File: src/rtl/spi_pkg.sv
// spi_pkg: FSM encoding and SPI mode constants shared by the transmit master
// and the receive slave.
package spi_pkg;

  localparam int SPI_BITS = 8;

  localparam logic CPOL      = 1'b0;
  localparam logic CPHA      = 1'b0;
  localparam logic MSB_FIRST = 1'b1;

  typedef enum logic [2:0] {
    ST_IDLE,
    ST_LO,
    ST_HI,
    ST_GAP,
    ST_TAIL,
    ST_GUARD
  } state_e;

endpackage

File: src/rtl/spi_clk_div.sv
// spi_clk_div: loadable half-period down-counter; o_tick is high while the
// count sits at zero, i.e. on the last cycle of each SCK phase.
module spi_clk_div #(
  parameter int CLK_DIV = 4
) (
  input  logic clk,
  input  logic rst,
  input  logic i_load,
  output logic o_tick
);

  localparam int CW = $clog2(CLK_DIV);

  logic [CW-1:0] r_cnt;

  // NOTE: sequential state is assigned with <= so every flop samples the
  // pre-edge values, independent of the order blocks are evaluated.
  always_ff @(posedge clk or posedge rst) begin
    if (rst) begin
      r_cnt <= '0;
    end else if (i_load) begin
      r_cnt <= CW'(CLK_DIV - 1);
    end else if (r_cnt != '0) begin
      r_cnt <= r_cnt - 1'b1;
    end
  end

  assign o_tick = (r_cnt == '0);

endmodule

File: src/rtl/spi_tx_master.sv
// spi_tx_master: SPI mode-0 master transmitter, MSB first, SSEL active low.
// Define SPI_TX_MISO_CAPTURE_EN to add MISO capture (rx_data/rx_valid).
module spi_tx_master
  import spi_pkg::*;
#(
  parameter int CLK_DIV = 4,
  parameter int GUARD   = 4
) (
  input  logic                clk,
  input  logic                rst,
  input  logic [SPI_BITS-1:0] tx_data,
  input  logic                tx_valid,
  input  logic                tx_last,
  output logic                tx_ready,
  output logic                busy,
  output logic                SCK,
  output logic                MOSI,
  output logic                SSEL,
`ifdef SPI_TX_MISO_CAPTURE_EN
  output logic [SPI_BITS-1:0] rx_data,
  output logic                rx_valid,
`endif
  input  logic                MISO
);

  localparam int              BW       = $clog2(SPI_BITS);
  localparam logic [BW-1:0]   LAST_BIT = BW'(SPI_BITS - 1);
  localparam int              GW       = (GUARD > 1) ? $clog2(GUARD) : 1;

  state_e              r_state;
  logic [SPI_BITS-1:0] r_shift;
  logic [BW-1:0]       r_bit_cnt;
  logic [GW-1:0]       r_guard_cnt;
  logic                r_last;
  logic                r_sck;
  logic                r_mosi;
  logic                r_ssel;
  logic                r_tx_ready;
  logic                r_busy;

  logic w_accept;
  logic w_tick;
  logic w_load;

  assign w_accept = tx_valid && r_tx_ready;

  // NOTE: the reload is decoded combinationally so the counter restarts on
  // the same edge the FSM changes phase, not one cycle late.
  assign w_load = w_accept ||
                  (w_tick && (r_state == ST_LO || r_state == ST_HI));

  spi_clk_div #(
    .CLK_DIV (CLK_DIV)
  ) u_clk_div (
    .clk    (clk),
    .rst    (rst),
    .i_load (w_load),
    .o_tick (w_tick)
  );

  always_ff @(posedge clk or posedge rst) begin
    if (rst) begin
      r_state     <= ST_IDLE;
      r_shift     <= '0;
      r_bit_cnt   <= '0;
      r_guard_cnt <= '0;
      r_last      <= 1'b0;
      r_sck       <= CPOL;
      r_mosi      <= 1'b0;
      r_ssel      <= 1'b1;
      r_tx_ready  <= 1'b0;
      r_busy      <= 1'b0;
    end else begin
      case (r_state)
        ST_IDLE, ST_GAP: begin
          r_tx_ready <= 1'b1;
          if (w_accept) begin
            r_shift    <= tx_data;
            r_last     <= tx_last;
            r_mosi     <= tx_data[SPI_BITS-1];
            r_bit_cnt  <= '0;
            r_ssel     <= 1'b0;
            r_busy     <= 1'b1;
            r_tx_ready <= 1'b0;
            r_state    <= ST_LO;
          end
        end

        ST_LO: begin
          if (w_tick) begin
            r_sck   <= ~CPOL;
            r_state <= ST_HI;
          end
        end

        ST_HI: begin
          if (w_tick) begin
            r_sck     <= CPOL;
            r_bit_cnt <= r_bit_cnt + 1'b1;
            if (r_bit_cnt != LAST_BIT) begin
              r_shift <= r_shift << 1;
              r_mosi  <= r_shift[SPI_BITS-2];
              r_state <= ST_LO;
            end else if (r_last) begin
              r_state <= ST_TAIL;
            end else begin
              r_tx_ready <= 1'b1;
              r_state    <= ST_GAP;
            end
          end
        end

        ST_TAIL: begin
          if (w_tick) begin
            r_ssel      <= 1'b1;
            r_guard_cnt <= GW'(GUARD - 1);
            r_state     <= ST_GUARD;
          end
        end

        ST_GUARD: begin
          if (r_guard_cnt == '0) begin
            r_busy     <= 1'b0;
            r_tx_ready <= 1'b1;
            r_state    <= ST_IDLE;
          end else begin
            r_guard_cnt <= r_guard_cnt - 1'b1;
          end
        end

        default: r_state <= ST_IDLE;
      endcase
    end
  end

  assign tx_ready = r_tx_ready;
  assign busy     = r_busy;
  assign SCK      = r_sck;
  assign MOSI     = r_mosi;
  assign SSEL     = r_ssel;

`ifdef SPI_TX_MISO_CAPTURE_EN
  logic [SPI_BITS-1:0] r_rx_shift;
  logic [SPI_BITS-1:0] r_rx_data;
  logic                r_rx_valid;

  // MISO is taken on the edge that raises SCK; the byte is published with the 8th fall.
  always_ff @(posedge clk or posedge rst) begin
    if (rst) begin
      r_rx_shift <= '0;
      r_rx_data  <= '0;
      r_rx_valid <= 1'b0;
    end else begin
      r_rx_valid <= 1'b0;
      if (r_state == ST_LO && w_tick) begin
        r_rx_shift <= {r_rx_shift[SPI_BITS-2:0], MISO};
      end
      if (r_state == ST_HI && w_tick && r_bit_cnt == LAST_BIT) begin
        r_rx_data  <= r_rx_shift;
        r_rx_valid <= 1'b1;
      end
    end
  end

  assign rx_data  = r_rx_data;
  assign rx_valid = r_rx_valid;
`else
  logic w_unused_miso;
  assign w_unused_miso = MISO;
`endif

endmodule

File: config.mk
export PLATFORM = sky130hd
export DESIGN_NAME = spi_tx_master
export DESIGN_NICKNAME = d
export VERILOG_FILES = /design/src/rtl/spi_pkg.sv /design/src/rtl/spi_clk_div.sv /design/src/rtl/spi_tx_master.sv
export SDC_FILE = /design/constraint.sdc
export NUM_CORES = 1
export LEC_CHECK = 0
export ABC_AREA = 1
export ABC_CLOCK_PERIOD_IN_PS = 1900
export CORE_UTILIZATION = 55
export DETAILED_ROUTE_END_ITERATION = 16
export PLACE_DENSITY = 0.81
export SETUP_SLACK_MARGIN = 0.05
export SLEW_MARGIN = 0
export SYNTH_ARGS = -nofsm -noshare
export SYNTH_HDL_FRONTEND = slang
export SYNTH_SLANG_ARGS = --single-unit
File: constraint.sdc
create_clock -name clk -period 1.9 [get_ports clk]
set_clock_uncertainty 0.2 [all_clocks]
set_input_delay 0.57 -clock clk [delete_from_list [all_inputs] [get_ports clk]]
set_output_delay 0.57 -clock clk [all_outputs]
set_load 0.05 [all_outputs]
Yosys cells after proc, flatten, opt, wreduce, memory -nomap -nowiden. Cells that the tools add are included.

Register bits after elaboration: 23. Bits of input ports: 13. Output and inout port bits: 5. Logic and storage cells: 92.

Add/subtract/negate cells: 3. Equal/unequal tests: 15. Mux-type cells: 38. Reductions and logical operators: 25.

Operators by type and width (number): 3-bit two-way mux (9); 7-bit two-way mux (3); 2-bit inequality test (second input constant) (8); 3-bit case mux with 5 select lines (1); 3-bit AND reduction (5); 7-bit case mux with 2 select lines (1); 2-bit nonzero test (7); 1-bit two-way mux (13); 5-bit AND reduction (2); 2-bit two-way mux (4); 1-bit case mux with 2 select lines (4); 3-bit by 2-bit equality test with 1-bit output (second input constant) (2); 3-bit equality test (second input constant) (2); 3-bit case mux with 2 select lines (1); 2-bit zero test (2); 2-bit case mux with 2 select lines (1); 4-bit AND reduction (1); 2-bit by 1-bit subtractor with 2-bit output (second input constant) (2); 3-bit by 1-bit adder with 3-bit output (second input constant) (1); 3-bit by 1-bit equality test with 1-bit output (second input constant) (1); 3-bit zero test (1); 3-bit inequality test (second input constant) (1); 1-bit case mux with 3 select lines (1); 3-bit nonzero test (1); other kinds (5) (7).

Logic depth before layout (Yosys ltp). Gate-level depths: netlist (run 1).

Word-level depth: 5. Gate-level depth with buffers: 9. Mapped depth without buffers: 9.

Hierarchy. Synthesis (run 1) repeated with hierarchy kept, for this count alone.

Cells, all modules: 180. Area, all modules: 1321.3 µm².

Modules (own cells, without submodules): spi_tx_master (times used 1, cells an instance 165, area each 1206.2 µm², sequential area each 526.8 µm²); spi_clk_div (times used 1, cells an instance 15, area each 115.1 µm², sequential area each 50.0 µm²).

Least setup slack after synthesis (run 1). Ideal clock, no wire load.

Kind: reg2reg. Start: register r_bit_cnt[0]. End: register r_mosi, in the netlist MOSI. Library setup time: 119 ps. Data arrival time: 1261 ps. Required time: 1581 ps. Slack: 320 ps. Cell stages (with the launch flop): 9. Buffers on the path: 0. Period minus slack after synthesis: 1580 ps. Cell sequence: dfrtp_1 > ha_1 > ha_1 > inv_1 > nor2_1 > nor2_4 > nand3_4 > nand2_1 > nand2_1.

Word-level cells in the longest chain between the ends: 3.

RTL lines: start, declared (RTL line spi_tx_master.sv:32) `logic [BW-1:0] r_bit_cnt;`; start signal, assigned (RTL line spi_tx_master.sv:99) `r_bit_cnt <= r_bit_cnt + 1'b1;`; 3-bit inequality test (RTL line spi_tx_master.sv:100) `if (r_bit_cnt != LAST_BIT) begin`; 2-bit by 1-bit inequality test with 1-bit output (no line); 4-bit AND reduction (no line); end signal, assigned (RTL line spi_tx_master.sv:80) `r_mosi <= tx_data[SPI_BITS-1];`; end signal, assigned (RTL line spi_tx_master.sv:102) `r_mosi <= r_shift[SPI_BITS-2];`; end, declared (RTL line spi_tx_master.sv:36) `logic r_mosi;`.

No other way between the ends. A chain may end at the register's enable or synchronous reset.

Final worst setup path (run 1).
Start: register r_ssel, in the netlist SSEL. End: output SSEL.

RTL lines: start, declared (RTL line spi_tx_master.sv:37) `logic r_ssel;`; start signal, assigned (RTL line spi_tx_master.sv:70) `r_ssel <= 1'b1;`; start signal, assigned (RTL line spi_tx_master.sv:82) `r_ssel <= 1'b0;`; start signal, assigned (RTL line spi_tx_master.sv:115) `r_ssel <= 1'b1;`; end, declared (RTL line spi_tx_master.sv:18) `output logic SSEL,`.

No word-level cell between the ends.

==> summary.txt, run 1 <==
Flow run
  – Max-cap violation count: 0

Critical path
  – WP data required: between 1000 and 1500 ps
  – CP Cell Sequence: buf_12
  – Critical path's slowest cell: dfstp_2
  – Buf/Inv on CP: 1
  – Slowest cell delay on critical path: 580 ps
  – Worst endpoint data arrival time: between 1000 and 1500 ps
  – CP startpoint kind: flip-flop
  – Crit. End Element: primary output
  – Top delay family on crit path: flip-flops
  – Setup CP Type: flip-flop to primary output
  – CP max FO: 2

Power
  – Total leakage power: about 0.00092 uW
  – Clk pwr share: 0.085
  – Internal power: 1460 uW
  – Comb pwr share: 0.590
  – PD cells: between 1500 and 2000 nW/um^2
  – Sequential power share: 0.325
  – Peak supply drop: approximately 0.0013 V
  – Power, Total: between 2000 and 3000 uW
  – Switching power total: 1340 uW
  – Switching part of the total: 0.478

Floorplan
  – Die width: ~54 um
  – # IOs: 18
  – Row count: 18
  – Initial core utilization: 0.589
  – Core ar.: 2500 um^2
  – Die Span Y: approximately 54 um
  – Die area: 2890 um^2

Global routing
  – Pin count of the biggest net entering global routing: 24
  – Total track usage: 0.247
  – Vias in the first global route: approximately 1200
  – Initial antenna violation count: 0
  – GRT overflow: 0
  – First-pass GRT wire length: slightly above 5000 um

Logic synthesis
  – Seq/Total Area, Yosys: 0.392
  – Syn Nets: slightly above 200
  – Synth warn: 0
  – Synth top area share: 0.374
  – Synth Area in Adders: 0.0425
  – Synth top area cells: dfrtp_1, nand2_1, nand3_1, inv_1, buf_6
  – Synth Area in Simple Gates: 0.373
  – Avg Cell Area, Syn: approximately 7.9 um^2
  – Synth Area in Compound Gates: 0.0757
  – Mapped Area: 1470 um^2
  – Xor-xnor portion of the synthesized cell area: 0
  – Largest family of logic cells by synthesized area: simple AND/OR/NAND/NOR gates
  – Leading area contributor after synthesis: dfrtp_1
  – Syn Inst Count: 187
  – #FFs+latches synth: 23
  – Yosys cell types: 26
  – Post-synthesis mux area share: 0

CTS
  – Max H-tree Level: 1
  – Total clock sinks: 23
  – CTS Hold Buffers Added: 0
  – TritonCTS Buffers: 3
  – Clk root buf: clkbuf_4
  – Skew-Pair Late Insertion Delay: around 330 ps
  – Clock transition at path regs: between 100 and 150 ps
  – Maximum buffer depth of the clock tree: 2
  – CTS tree: done

STA
  – Tcrit/Tclk final: 0.950
  – Worst-margin pin slew: a little under 300 ps
  – Relative slew margins: 0.803
  – Max-slew violations: 0
  – Max Clock Freq: 554 MHz
  – Fin crit period: 1800 ps
  – RSZ-0062 raised after global routing: no
  – Setup-failing EPs final: 0
  – Final Hold Fails: 0

Layout
  – Most frequent cells in the layout: nand2_1, dfrtp_1, inv_1
  – Final Cell Area: around 1800 um^2
  – Fin cells: between 200 and 250
  – Most common cell after layout, fill and taps aside: nand2_1
  – Share of cells above drive strength 1: 0.177
  – Ant. Diodes: 0
  – Nets@finish: roughly 230
  – Layout Area Growth over Synthesis: 19.2%

Placed design
  – Placed cell area: 1710 um^2
  – I/O Buffers: 16
  – GP Congestion: 0.809
  – Final HPWL DP: between 2000 and 2500 um
  – Placed Instances: about 230

Detailed routing
  – Post-DR vias/cell: between 5 and 6
  – Mean routed wirelength per cell: 13.0 um
  – Residual DRC: 0
  – 1st-pass router iterations: 4
  – Total routed wirelength: between 3000 and 4000 um
  – DR iter-0 viols: 28
  – Via count: ~1300
  – Post-route ant nets: 0

Run status
  – Outcome: finished, final reports clean

Min path
  – Hold Crit Class: flip-flop to flip-flop
==> Yosys cell counts, drive strengths merged <==
library cell / number
a21oi: 4
nand2: 58
buf: 7
or2: 1
inv: 23
ha: 5
o21ai: 17
nor2: 15
o22ai: 1
nand4: 10
dfrtp: 22
nand3: 22
dfstp: 1
nor3: 1
==> flip-flops by register name, indices dropped and copies added (netlist names), 2 cells and up <==
register / flops
r_shift: 7
r_guard_cnt: 2
r_state: 3
r_bit_cnt: 3
u_clk_div.r_cnt: 2
==> through the flow <==
step,utilization,setup TNS [ps],hold slack [ps],setup slack [ps]
final,0.702,0,300,95.7
after global placement,0.684,-87.1,256,-15.6
after floorplan,-,0,243,320
after detailed placement,0.684,-378,266,-65.5
after global routing,0.702,0,319,56.6
after CTS,0.695,0,299,94.3
==> layout make-up <==
type	instances	area, um^2
clock inverter	1	5.00
timing repair buffer	25	290
tap	30	37.5
clock buffer	3	22.5
inverter	23	96.3
multi-input combinational	134	723
sequential	23	579
fill	198	746
==> repair_timing <==
item                                    in CTS  in global routing
setup buffers                                0                  2
gates resized for setup                      0                  2
endpoints found under the setup margin       0                  9
==> routing by layer <==
metal / global-route usage / wire, um
met5: 0 / 0
met1: 0.297 / 1370
met2: 0.414 / 1570
met4: 0.136 / 63
met3: 0.0424 / 106
==> power by group through the flow <==
| stage | Combinational [uW] | Sequential [uW] | Clock, uW |
|---|---|---|---|
| final | 1650 | 912 | 239 |
| after global routing | 1840 | 934 | 264 |
| after detailed placement | 1610 | 915 | 0 |
| after floorplan | 1110 | 935 | 0 |
| after CTS | 1620 | 906 | 244 |
| after global placement | 1540 | 893 | 0 |
==> cells by family after synthesis <==
group	after synthesis
adders and majority gates	5
buffers and inverters	30
DFF	23
and+or+nand+nor	107
AOI/OAI and AO/OA	22
==> path summary, 6_finish.rpt <==
kind,startpoint,endpoint,slack (ps),cells after the start
max,SSEL$_DFFE_PP1P_,SSEL,100,1
min,r_guard_cnt[0]$_DFFE_PP0P_,r_guard_cnt[0]$_DFFE_PP0P_,300,2
max reg2reg,r_bit_cnt[0]$_DFFE_PP0P_,r_shift[4]$_DFFE_PP0P_,200,8
min reg2reg,r_guard_cnt[0]$_DFFE_PP0P_,r_guard_cnt[0]$_DFFE_PP0P_,300,2
max in group asynchronous,rst,SSEL$_DFFE_PP1P_,840,3
min in group asynchronous,rst,r_bit_cnt[2]$_DFFE_PP0P_,360,3
(Power assumes the default switching activity.)
==> run 2, diff against run 1 <==
- CTS_CLUSTER_DIAMETER: unset -> 50
==> results of run 2 <==
The final DEF is identical to that of run 1; final timing and power are the same.
